===== src/rtl/arb_rr_tree.sv =====
// arb_rr_tree: registered round-robin arbiter with rotating mask over two priority trees.
// Rev 1.0
`default_nettype none

module arb_rr_tree_cell #(
  parameter int    SPLIT          = 2,
  parameter string DIRECTION      = "LSB",
  parameter int    IMPLEMENTATION = 0
) (
  input  logic [SPLIT-1:0] in,
  output logic [SPLIT-1:0] oh,
  output logic             any
);
  localparam bit IS_MSB = (DIRECTION == "MSB");

  logic [SPLIT-1:0] rin;
  logic [SPLIT-1:0] roh;

  // MSB priority is handled by mirroring, so both cell styles only search upward.
  always_comb begin
    rin = '0;
    for (int i = 0; i < SPLIT; i++) begin
      rin[i] = IS_MSB ? in[SPLIT-1-i] : in[i];
    end
  end

  if (IMPLEMENTATION == 1) begin : g_arith
    assign roh = rin & (~rin + SPLIT'(1));
  end else begin : g_scan
    logic found;
    always_comb begin
      roh   = '0;
      found = 1'b0;
      for (int i = 0; i < SPLIT; i++) begin
        if (rin[i] && !found) begin
          roh[i] = 1'b1;
          found  = 1'b1;
        end
      end
    end
  end

  always_comb begin
    oh = '0;
    for (int i = 0; i < SPLIT; i++) begin
      oh[i] = IS_MSB ? roh[SPLIT-1-i] : roh[i];
    end
  end

  assign any = |in;
endmodule

module arb_rr_tree_prio #(
  parameter int    WIDTH          = 32,
  parameter int    SPLIT          = 2,
  parameter string DIRECTION      = "LSB",
  parameter int    IMPLEMENTATION = 0
) (
  input  logic [WIDTH-1:0] in,
  output logic [WIDTH-1:0] oh,
  output logic             any
);
  function automatic int log_split(input int w, input int s);
    int x;
    int n;
    x = w;
    n = 0;
    while (s > 1 && x > 1 && (x % s) == 0) begin
      x = x / s;
      n = n + 1;
    end
    return (x == 1) ? n : 0;
  endfunction

  function automatic int node_cnt(input int lvl);
    int n;
    n = WIDTH;
    for (int j = 0; j < lvl; j++) n = n / SPLIT;
    return n;
  endfunction

  localparam int LEVELS = log_split(WIDTH, SPLIT);

  if (LEVELS >= 1) begin : g_ok
    // Valids fold upward level by level; selections fan back down gated by the parent.
    for (genvar l = 0; l < LEVELS; l++) begin : g_lvl
      localparam int N  = node_cnt(l);
      localparam int NG = N / SPLIT;

      logic [N-1:0]  v;
      logic [N-1:0]  s;
      logic [N-1:0]  oh_all;
      logic [NG-1:0] up;
      logic [NG-1:0] s_up;

      if (l == 0) begin : g_leaf
        assign v = in;
      end else begin : g_inner
        assign v = g_lvl[l-1].up;
      end

      if (l == LEVELS - 1) begin : g_root
        assign s_up = up;
      end else begin : g_mid
        assign s_up = g_lvl[l+1].s;
      end

      for (genvar g = 0; g < NG; g++) begin : g_grp
        arb_rr_tree_cell #(
          .SPLIT          (SPLIT),
          .DIRECTION      (DIRECTION),
          .IMPLEMENTATION (IMPLEMENTATION)
        ) u_cell (
          .in  (v[g*SPLIT +: SPLIT]),
          .oh  (oh_all[g*SPLIT +: SPLIT]),
          .any (up[g])
        );
        assign s[g*SPLIT +: SPLIT] = oh_all[g*SPLIT +: SPLIT] & {SPLIT{s_up[g]}};
      end
    end

    assign oh  = g_lvl[0].s;
    assign any = g_lvl[LEVELS-1].up[0];
  end else begin : g_bad_width
    $error("arb_rr_tree: WIDTH must equal SPLIT**k with k >= 1");
    assign oh  = '0;
    assign any = 1'b0;
  end
endmodule

module arb_rr_tree #(
  parameter int    WIDTH          = 32,
  parameter int    SPLIT          = 2,
  parameter string DIRECTION      = "LSB",
  parameter int    IMPLEMENTATION = 0
) (
  input  logic             clk,
  input  logic             rst_n,
  input  logic [WIDTH-1:0] req,
  input  logic             ack,
  output logic [WIDTH-1:0] gnt,
  output logic             vld
);
  localparam bit       IS_MSB      = (DIRECTION == "MSB");
  localparam logic [0:0] STATE_IDLE  = 1'b0;
  localparam logic [0:0] STATE_GRANT = 1'b1;

  logic [0:0]       state;
  logic [0:0]       state_nxt;
  logic [WIDTH-1:0] msk;
  logic [WIDTH-1:0] msk_nxt;
  logic [WIDTH-1:0] gnt_nxt;
  logic [WIDTH-1:0] above_gnt;
  logic [WIDTH-1:0] m;
  logic [WIDTH-1:0] sel_m;
  logic [WIDTH-1:0] sel_u;
  logic [WIDTH-1:0] sel;
  logic             vld_m;
  logic             any_u;
  logic             seen;

  // Bits strictly past the current winner in the search direction.
  always_comb begin
    above_gnt = '0;
    seen      = 1'b0;
    if (IS_MSB) begin
      for (int i = WIDTH - 1; i >= 0; i--) begin
        above_gnt[i] = seen;
        seen         = seen | gnt[i];
      end
    end else begin
      for (int i = 0; i < WIDTH; i++) begin
        above_gnt[i] = seen;
        seen         = seen | gnt[i];
      end
    end
  end

  assign m = (state == STATE_GRANT) ? above_gnt : msk;

  arb_rr_tree_prio #(
    .WIDTH          (WIDTH),
    .SPLIT          (SPLIT),
    .DIRECTION      (DIRECTION),
    .IMPLEMENTATION (IMPLEMENTATION)
  ) u_tree_masked (
    .in  (req & m),
    .oh  (sel_m),
    .any (vld_m)
  );

  arb_rr_tree_prio #(
    .WIDTH          (WIDTH),
    .SPLIT          (SPLIT),
    .DIRECTION      (DIRECTION),
    .IMPLEMENTATION (IMPLEMENTATION)
  ) u_tree_unmasked (
    .in  (req),
    .oh  (sel_u),
    .any (any_u)
  );

  assign sel = vld_m ? sel_m : sel_u;

  always_ff @(posedge clk) begin
    if (!rst_n) begin
      state <= STATE_IDLE;
      gnt   <= '0;
      msk   <= '1;
    end else begin
      state <= state_nxt;
      gnt   <= gnt_nxt;
      msk   <= msk_nxt;
    end
  end

  always_comb begin
    state_nxt = state;
    gnt_nxt   = gnt;
    msk_nxt   = msk;
    case (state)
      STATE_IDLE: begin
        if (any_u) begin
          gnt_nxt   = sel;
          state_nxt = STATE_GRANT;
        end
      end
      STATE_GRANT: begin
        if (ack) begin
          msk_nxt = above_gnt;
          if (any_u) begin
            gnt_nxt = sel;
          end else begin
            gnt_nxt   = '0;
            state_nxt = STATE_IDLE;
          end
        end
      end
      default: begin
        state_nxt = STATE_IDLE;
        gnt_nxt   = '0;
      end
    endcase
  end

  always_comb begin
    vld = (state == STATE_GRANT);
  end
endmodule

`default_nettype wire


===== config.mk =====
export PLATFORM = sky130hd
export DESIGN_NAME = arb_rr_tree
export DESIGN_NICKNAME = d
export VERILOG_FILES = /design/src/rtl/arb_rr_tree.sv
export SDC_FILE = /design/constraint.sdc
export NUM_CORES = 1
export LEC_CHECK = 0
export BUFFER_PORTS_ARGS = -buffer_cell sky130_fd_sc_hd__buf_2
export CAP_MARGIN = 5
export CORE_MARGIN = 4
export CORE_UTILIZATION = 40
export CTS_BUF_LIST = sky130_fd_sc_hd__clkbuf_4 sky130_fd_sc_hd__clkbuf_8 sky130_fd_sc_hd__clkbuf_16
export CTS_CLUSTER_DIAMETER = 50
export DETAILED_ROUTE_END_ITERATION = 6
export SLEW_MARGIN = 15
export SYNTH_ARGS = -nofsm -noshare
export SYNTH_HDL_FRONTEND = slang
export SYNTH_SLANG_ARGS = --single-unit

===== constraint.sdc =====
create_clock -name clk -period 3.1 [get_ports clk]
set_clock_uncertainty 0.2 [all_clocks]
set_input_delay 0.465 -clock clk [delete_from_list [all_inputs] [get_ports clk]]
set_output_delay 0.465 -clock clk [all_outputs]
set_load 0.02 [all_outputs]

==> results of run 1 <==
## placed cells by master, fill, tap and decap left out, types with 16 or more instances in the layout
master,instances
o21ai_0,48
buf_4,96
dfxtp_1,58
nor3_1,26
a21oi_1,30
nor2_1,48
nand4_1,23
nand2_1,69
nand3_1,18
buf_2,68
nor4_1,16
## power groups by stage
stage          Combinational, mW  Sequential, mW  Clock (mW)
2_1_floorplan              0.311           0.926           0
3_3_place_gp               0.567           0.916           0
3_5_place_dp               0.569           0.918           0
4_1_cts                    0.590           0.900       0.828
5_1_grt                    0.678           0.905       0.866
6_report                   0.629           0.901       0.810
## flip-flops by register name (all words and copies together), names as in the netlist
| register | cells |
|---|---|
| msk | 32 |
| vld | 1 |
| gnt | 32 |
## area by class of cell
class	count	area (sq um)	area share [%]
Clock buffer	11	139	2.43
Clock inverter	5	80.1	1.40
Inverter	9	33.8	0.591
Tap cell	133	166	2.91
Sequential cell	65	1310	23.0
Timing Repair Buffer	169	1140	20.0
Multi-Input combinational cell	456	2840	49.7
## tightest hold or removal path: cells and delay by family
family                 cells  cell delay [ps]
AOI/OAI and AO/OA          1               50
buffers and inverters      1              130
and+or+nand+nor            1               60
## layer usage
metal | GRT usage (%) | wire length [um] | up-vias
met3 | 5.23 | 1300 | 39
li1 | - | - | 2446
met5 | 0 | 0 | -
met1 | 34.7 | 6880 | 2390
met2 | 41.0 | 7110 | 260
met4 | 8.90 | 376 | 0
## cell usage after synthesis (3+ instances only)
library cell	instances	area, sq um
nand2_1	69	259
dfxtp_1	65	1300
o21ai_0	58	290
nor2_1	49	184
a21oi_1	31	155
nor3_1	29	145
nand4_1	23	144
clkbuf_1	22	82.6
nand3_1	18	90.1
nor4_1	17	106
a31oi_1	16	100
a211oi_1	10	75.1
o211ai_1	10	75.1
nand2b_1	9	56.3
and2_1	8	50.1
inv_1	8	30.0
nor3b_1	8	60.1
o22ai_1	8	50.1
nand3b_1	7	52.6
a22oi_1	6	45.0
buf_2	6	30.0
o21a_1	5	37.5
a311oi_1	4	35.0
and3_1	4	25.0
nor2b_1	4	25.0
o31ai_1	4	30.0
or3_1	4	25.0
or4_1	4	30.0
a31o_2	3	26.3
a32oi_1	3	26.3
a41oi_1	3	26.3
and3b_1	3	26.3
nand4b_1	3	26.3
nor4_2	3	37.5
## worst max-delay path by stage
stage / depth (start not counted) / to / startpoint / slack [ps]
after floorplan: 9 / gnt[23]$_SDFFE_PN0P_ / gnt[1]$_SDFFE_PN0P_ / 20
after global placement: 9 / gnt[20]$_SDFFE_PN0P_ / vld$_SDFF_PN0_ / -150
after detailed placement: 9 / gnt[20]$_SDFFE_PN0P_ / vld$_SDFF_PN0_ / -140
after CTS: 9 / gnt[24]$_SDFFE_PN0P_ / gnt[0]$_SDFFE_PN0P_ / -40
after global routing: 11 / gnt[25]$_SDFFE_PN0P_ / gnt[6]$_SDFFE_PN0P_ / -200
final: 9 / gnt[27]$_SDFFE_PN0P_ / gnt[0]$_SDFFE_PN0P_ / -90
## kinds of logic after synthesis
group | after synthesis | synth area share (%)
flip-flops | 65 | 31.3
buffers and inverters | 42 | 4.52
AO/OA/AOI/OAI | 177 | 27.1
multiplexers | 1 | 0.241
AND/OR/NAND/NOR | 277 | 36.8
## repair_timing
action                                  4_1_cts  5_1_grt
hold buffers                                  0        0
cloned                                        1        2
gates resized for setup                      13       30
setup buffers                                 6        5
pin swaps                                     1       23
endpoints found under the setup margin       29       32
## metrics by stage
stage                     hold WS (ps)  utilization [%]
after CTS                          193             56.0
after global placement             244             52.6
final                              197             57.4
after floorplan                    229                -
after global routing               192             57.4
after detailed placement           258             52.6
==> metrics.yaml, run 1 <==
sta:
  setup_viol: 17
  fin_ws_ps: -90.0
  relSlewSlack_pct: 35.9
  rsz0062_at_grt: "true"
  tns_ps: -809
  hold_violations: 0
  drv_slew: 0
  tightest_slew_ps: 958
  clock.fmax_mhz: 313
  period_minus_slack_ps: 3190
  finalCritPeriodShare_pct: 103
power:
  power.switching_mw: 0.727
  p_seq_share_pct: 38.5
  swShare_pct: 31.1
  internal_power_mw: 1.61
  clockPowerShare_pct: 34.6
  vdd_ir_drop_max_v: 0.000295
  finalPower_mw: 2.34
  combinationalPowerShare_pct: 26.9
  power.leakage_nw: 2.35
  powerDensity_nw_per_um2: 409
logic_synthesis:
  async_reset_ff_share_pct: 0
  synthCells: 562
  syn_area_sq_um: 4150
  yosys_warnings: 0
  syn_area_per_cell_sq_um: 7.39
  synth-main-ff-cell: "dfxtp_1"
  synth_edf_count: 0
  seq_area_frac_synth_pct: 31.3
  syn-num-nets: 597
  yosysUniqueCellTypes: 63
  synth_seq_cells: 65
job:
  maxCapViolCount: 0
cells_and_area:
  nFillCells: 937
  areaGrowthSynthToFinish_pct: 37.7
  fin_nets: 745
  antenna_cells: 0
  finalNonFillerCells: 848
  drive_gt1_share_pct: 33.6
  final_area_sq_um: 5720
worst_setup_path:
  worstPathArrival_ps: 3230
  r2r-start: "gnt[0]$_SDFFE_PN0P_"
  path_cells: "or4_4 -> nor3_4 -> a31oi_2 -> or4_4 -> nor4_4 -> buf_4 -> buf_12 -> nand3_4 -> o41ai_2"
  crit_top_cell: "or4_4"
  crit_slowest_cell: "or4_4"
  path_max_fanout: 7
  regToRegSetupSlack_ps: -90
  cp_top_family: "simple AND/OR/NAND/NOR gates"
  worst_path_largest_cell_delay_ps: 620
  reg2reg_to: "gnt[27]$_SDFFE_PN0P_"
  worstPathRequired_ps: 3140
  cp-start-kind: "register"
  cp-end-kind: "register"
  ff2ff_path_depth: 9
  critPathBufInv: 2
  crit_type: "reg2reg"
clocking:
  cts_tree: "yes"
  cts_root_buf: "clkbuf_8"
  cts_buffers: 9
  cts_buffer_depth: 2
  clk_pin_slew_ps: 80
  cts_sinks: 65
  h-tree-depth: 3
  clk_latency_ps: 350
placed_design:
  dp_hpwl_mm: 11.7
  place_inst: 818
  gp_congestion: 0.929
  dp_slack_ps: -145
  placed_cell_area_sq_um: 5240
  io_buffer_count: 67
routing:
  first_iter_violations: 475
  vias_per_cell: 6.06
  routed_wl_mm: 15.7
  dr_total_vias: 5135
  drc: 0
  wl_per_cell_um: 18.5
  postRouteAntennaNets: 0
  first_pass_iters: 5
worst_hold_path:
  whs_endpoint: "gnt[21]$_SDFFE_PN0P_"
  hold_class: "in2reg"
  min_from: "req[21]"
  worstHoldPathCells: 3
global_route:
  antenna_found_initial: 0
  grt_overflow: 0
  grt_max_degree: 43
  grt_pass1_vias: 4868
  grt_pass1_wl_mm: 24.5
  track_usage_pct: 25.8
die:
  start_util_pct: 41.7
  core_region_area_sq_um: 9950
  die_h_um: 110
  die_x_um: 110
  num_rows: 36
  ios: 68
  die-area_sq_um: 12100
outcome:
  outcome: "finished, violations left"
  violations: "setup timing"
Power figures use the tool's default switching activity.
==> run 2, diff against run 1 <==
--- a/config.mk
+++ b/config.mk
@@ -15,4 +15,5 @@
 export SLEW_MARGIN = 15
 export SYNTH_ARGS = -nofsm -noshare
 export SYNTH_HDL_FRONTEND = slang
+export SYNTH_HIERARCHICAL = 1
 export SYNTH_SLANG_ARGS = --single-unit
==> constraint.sdc (replaced) <==
create_clock -name clk -period 3.2 [get_ports clk]
set_clock_uncertainty 0.2 [all_clocks]
set_input_delay 0.48 -clock clk [delete_from_list [all_inputs] [get_ports clk]]
set_output_delay 0.48 -clock clk [all_outputs]
set_load 0.02 [all_outputs]
==> run 2 against run 1 <==
Against the previous run: the flow still finishes with violations (setup timing); critical endpoint is now gnt[4]$_SDFFE_PN0P_; maximum frequency down 16%; core utilization down 4.6 points; largest cell class unchanged; sequential power decreased by 4.4%; critical path depth rose by 6.
==> metrics.yaml, run 2 <==
outcome:
  outcome: "finished, violations left"
  violations: "setup timing"
logic_synthesis:
  synth_edf_count: 0
  netlist.area_leader.share_pct: 25.2
  syn_area_per_cell_sq_um: 7.87
  yosys.area.top_type: "dfxtp_1"
  async_reset_ff_share_pct: 0
  synthCells: 657
  seq_area_frac_synth_pct: 25.2
  synth_seq_cells: 65
  syn-num-nets: 692
  synth-main-ff-cell: "dfxtp_1"
  syn_area_sq_um: 5170
  yosysUniqueCellTypes: 41
  synthMostInstantiatedCell: "nor2b_1"
  synth_area_leaders: "dfxtp_1, buf_4, nor2b_1"
  synth.top_cells.by_count: "nor2b_1, buf_4, dfxtp_1"
  yosys_warnings: 6
sta:
  drv_slew: 0
  relSlewSlack_pct: 56.5
  whs_ps: 242
  period_minus_slack_ps: 3790
  hold_violations: 0
  finalCritPeriodShare_pct: 118
  rsz0062_at_grt: "true"
  fin_ws_ps: -592
  tightest_slew_ps: 652
  clock.fmax_mhz: 264
  setup_viol: 32
clocking:
  clk_latency_ps: 340
  cts_buffer_depth: 2
  cts_buffers: 9
  cts_sinks: 65
  cts_tree: "yes"
  h-tree-depth: 3
  clk_pin_slew_ps: 60
  hold_buffers: 0
  cts_root_buf: "clkbuf_16"
routing:
  postRouteAntennaNets: 0
  wl_per_cell_um: 16.0
  routed_wl_mm: 15.0
  drc: 0
  first_pass_iters: 4
  first_iter_violations: 259
  dr_total_vias: 4994
  vias_per_cell: 5.33
cells_and_area:
  layout_common_cells: "buf_4, buf_2, nor2b_1"
  mostFrequentLayoutCell: "buf_4"
  fin_nets: 796
  nFillCells: 1208
  antenna_cells: 0
  areaGrowthSynthToFinish_pct: 28.9
  drive_gt1_share_pct: 35.4
die:
  die_x_um: 122
  num_rows: 41
  start_util_pct: 41.0
  core_region_area_sq_um: 12600
  die_h_um: 122
  die-area_sq_um: 14800
  ios: 68
power:
  vdd_ir_drop_max_v: 0.000187
  power.leakage_nw: 3.17
  powerDensity_nw_per_um2: 358
worst_setup_path:
  worstPathRequired_ps: 3230
  crit_type: "reg2reg"
  path_cells: "or3_4 -> or3_4 -> nor3_4 -> buf_12 -> nor2_2 -> or2_1 -> or2_4 -> or2_4 -> or2_4 -> or2_4 -> and3_4 -> and4_1 -> mux2i_1 -> o2bb2ai_1 -> and2_1"
  worstPathArrival_ps: 3830
  cp-start-kind: "register"
  worst_path_largest_cell_delay_ps: 380
  path_max_fanout: 8
  crit_slowest_cell: "or3_4"
  cp-end-kind: "register"
  startpoint: "gnt[12]$_SDFFE_PN0P_"
  regToRegSetupSlack_ps: -590
  crit_top_cell: "or2_4"
  r2r-start: "gnt[12]$_SDFFE_PN0P_"
placed_design:
  io_buffer_count: 67
  gp_congestion: 0.913
  dp_slack_ps: -946
  dp_hpwl_mm: 10.6
job:
  maxCapViolCount: 0
global_route:
  track_usage_pct: 20.4
  grt_max_degree: 72
  grt_pass1_wl_mm: 24.1
  grt_overflow: 0
  grt_pass1_vias: 4936
  antenna_found_initial: 0
worst_hold_path:
  hold_class: "reg2reg"
  min_from: "msk[0]$_SDFFE_PN1P_"
-- run 2: cell count changes after synthesis, sizes merged, moves of 21 or more --
cell / before / now
mux2i: 1 / 33
or2: 1 / 63
and4: 2 / 28
o2bb2ai: 2 / 29
nand2: 69 / 21
nand4: 23 / 2
buf: 11 / 74
and3: 4 / 52
nor2b: 4 / 66
and2: 8 / 30
-- run 2: cells by family (layout without fill, tap and decap cells) --
group | count (synthesis) | after routing | share of synthesized area (%)
DFF | 65 | 65 | 25.2
and+or+nand+nor | 347 | 348 | 41.7
muxes | 33 | 33 | 6.39
AOI/OAI and AO/OA | 113 | 113 | 14.5
buffers and inverters | 99 | 206 | 12.3
-- run 2: worst max-delay path, delay by kind of cell, from the launching register on --
family                 cells  cell delay, ps
AO/OA/AOI/OAI              1              90
buffers and inverters      1             150
flip-flops                 1             320
multiplexers               1             160
AND/OR/NAND/NOR           12            2770
-- run 2: cell type report --
| class | instances | area (sq um) | share of cell area [%] |
|---|---|---|---|
| clock buffers | 12 | 260 | 3.90 |
| flip-flops and latches | 65 | 1310 | 19.6 |
| inverters | 5 | 18.8 | 0.281 |
| clock inverters | 3 | 40.0 | 0.600 |
| multi-input cells | 494 | 3520 | 52.7 |
| well taps | 172 | 215 | 3.23 |
| repair buffers | 186 | 1310 | 19.6 |
-- run 2: repair_timing --
item / 4_1_cts / 5_1_grt
setup endpoints to repair: 32 / 32
cloned: 1 / 0
pin swaps: 17 / 17
setup buffers: 7 / 3
gates resized for setup: 43 / 29
-- run 2: report_power, final --
group	switching [mW]	internal [mW]	total, mW	leakage [nW]
Sequential	0.0174	0.844	0.861	0.534
Combinational	0.260	0.251	0.511	2.49
Clock	0.368	0.647	1.01	0.152
Total	0.646	1.74	2.39	3.17
-- run 2: path summary, 6_finish.rpt --
kind,to,cells after the start
worst min-delay path,msk[0]$_SDFFE_PN1P_,2
worst min register to register,msk[0]$_SDFFE_PN1P_,2
worst max-delay path,gnt[4]$_SDFFE_PN0P_,15
worst max register to register,gnt[4]$_SDFFE_PN0P_,15
-- run 2: layer usage --
layer  share of wire, %  global-route usage [%]  routed length [um]
met5                  0                       0                   0
met1                 46                    26.0                6930
met4                1.3                    6.79                 189
met2                 48                    34.6                7210
met3                4.3                    4.13                 644
-- run 2: metrics by stage --
step | utilization, % | TNS (ps) | instances | total power, mW | instance area (sq um)
2_1_floorplan | - | -17140 | 657 | 1.21 | 5200
3_3_place_gp | 47.3 | -26410 | 911 | 1.31 | 5970
3_5_place_dp | 47.3 | -27840 | 911 | 1.33 | 5970
4_1_cts | 51.7 | -18950 | 934 | 2.38 | 6520
5_1_grt | 52.8 | -20850 | 937 | 2.50 | 6670
6_report | 52.8 | -16880 | 937 | 2.39 | 6670
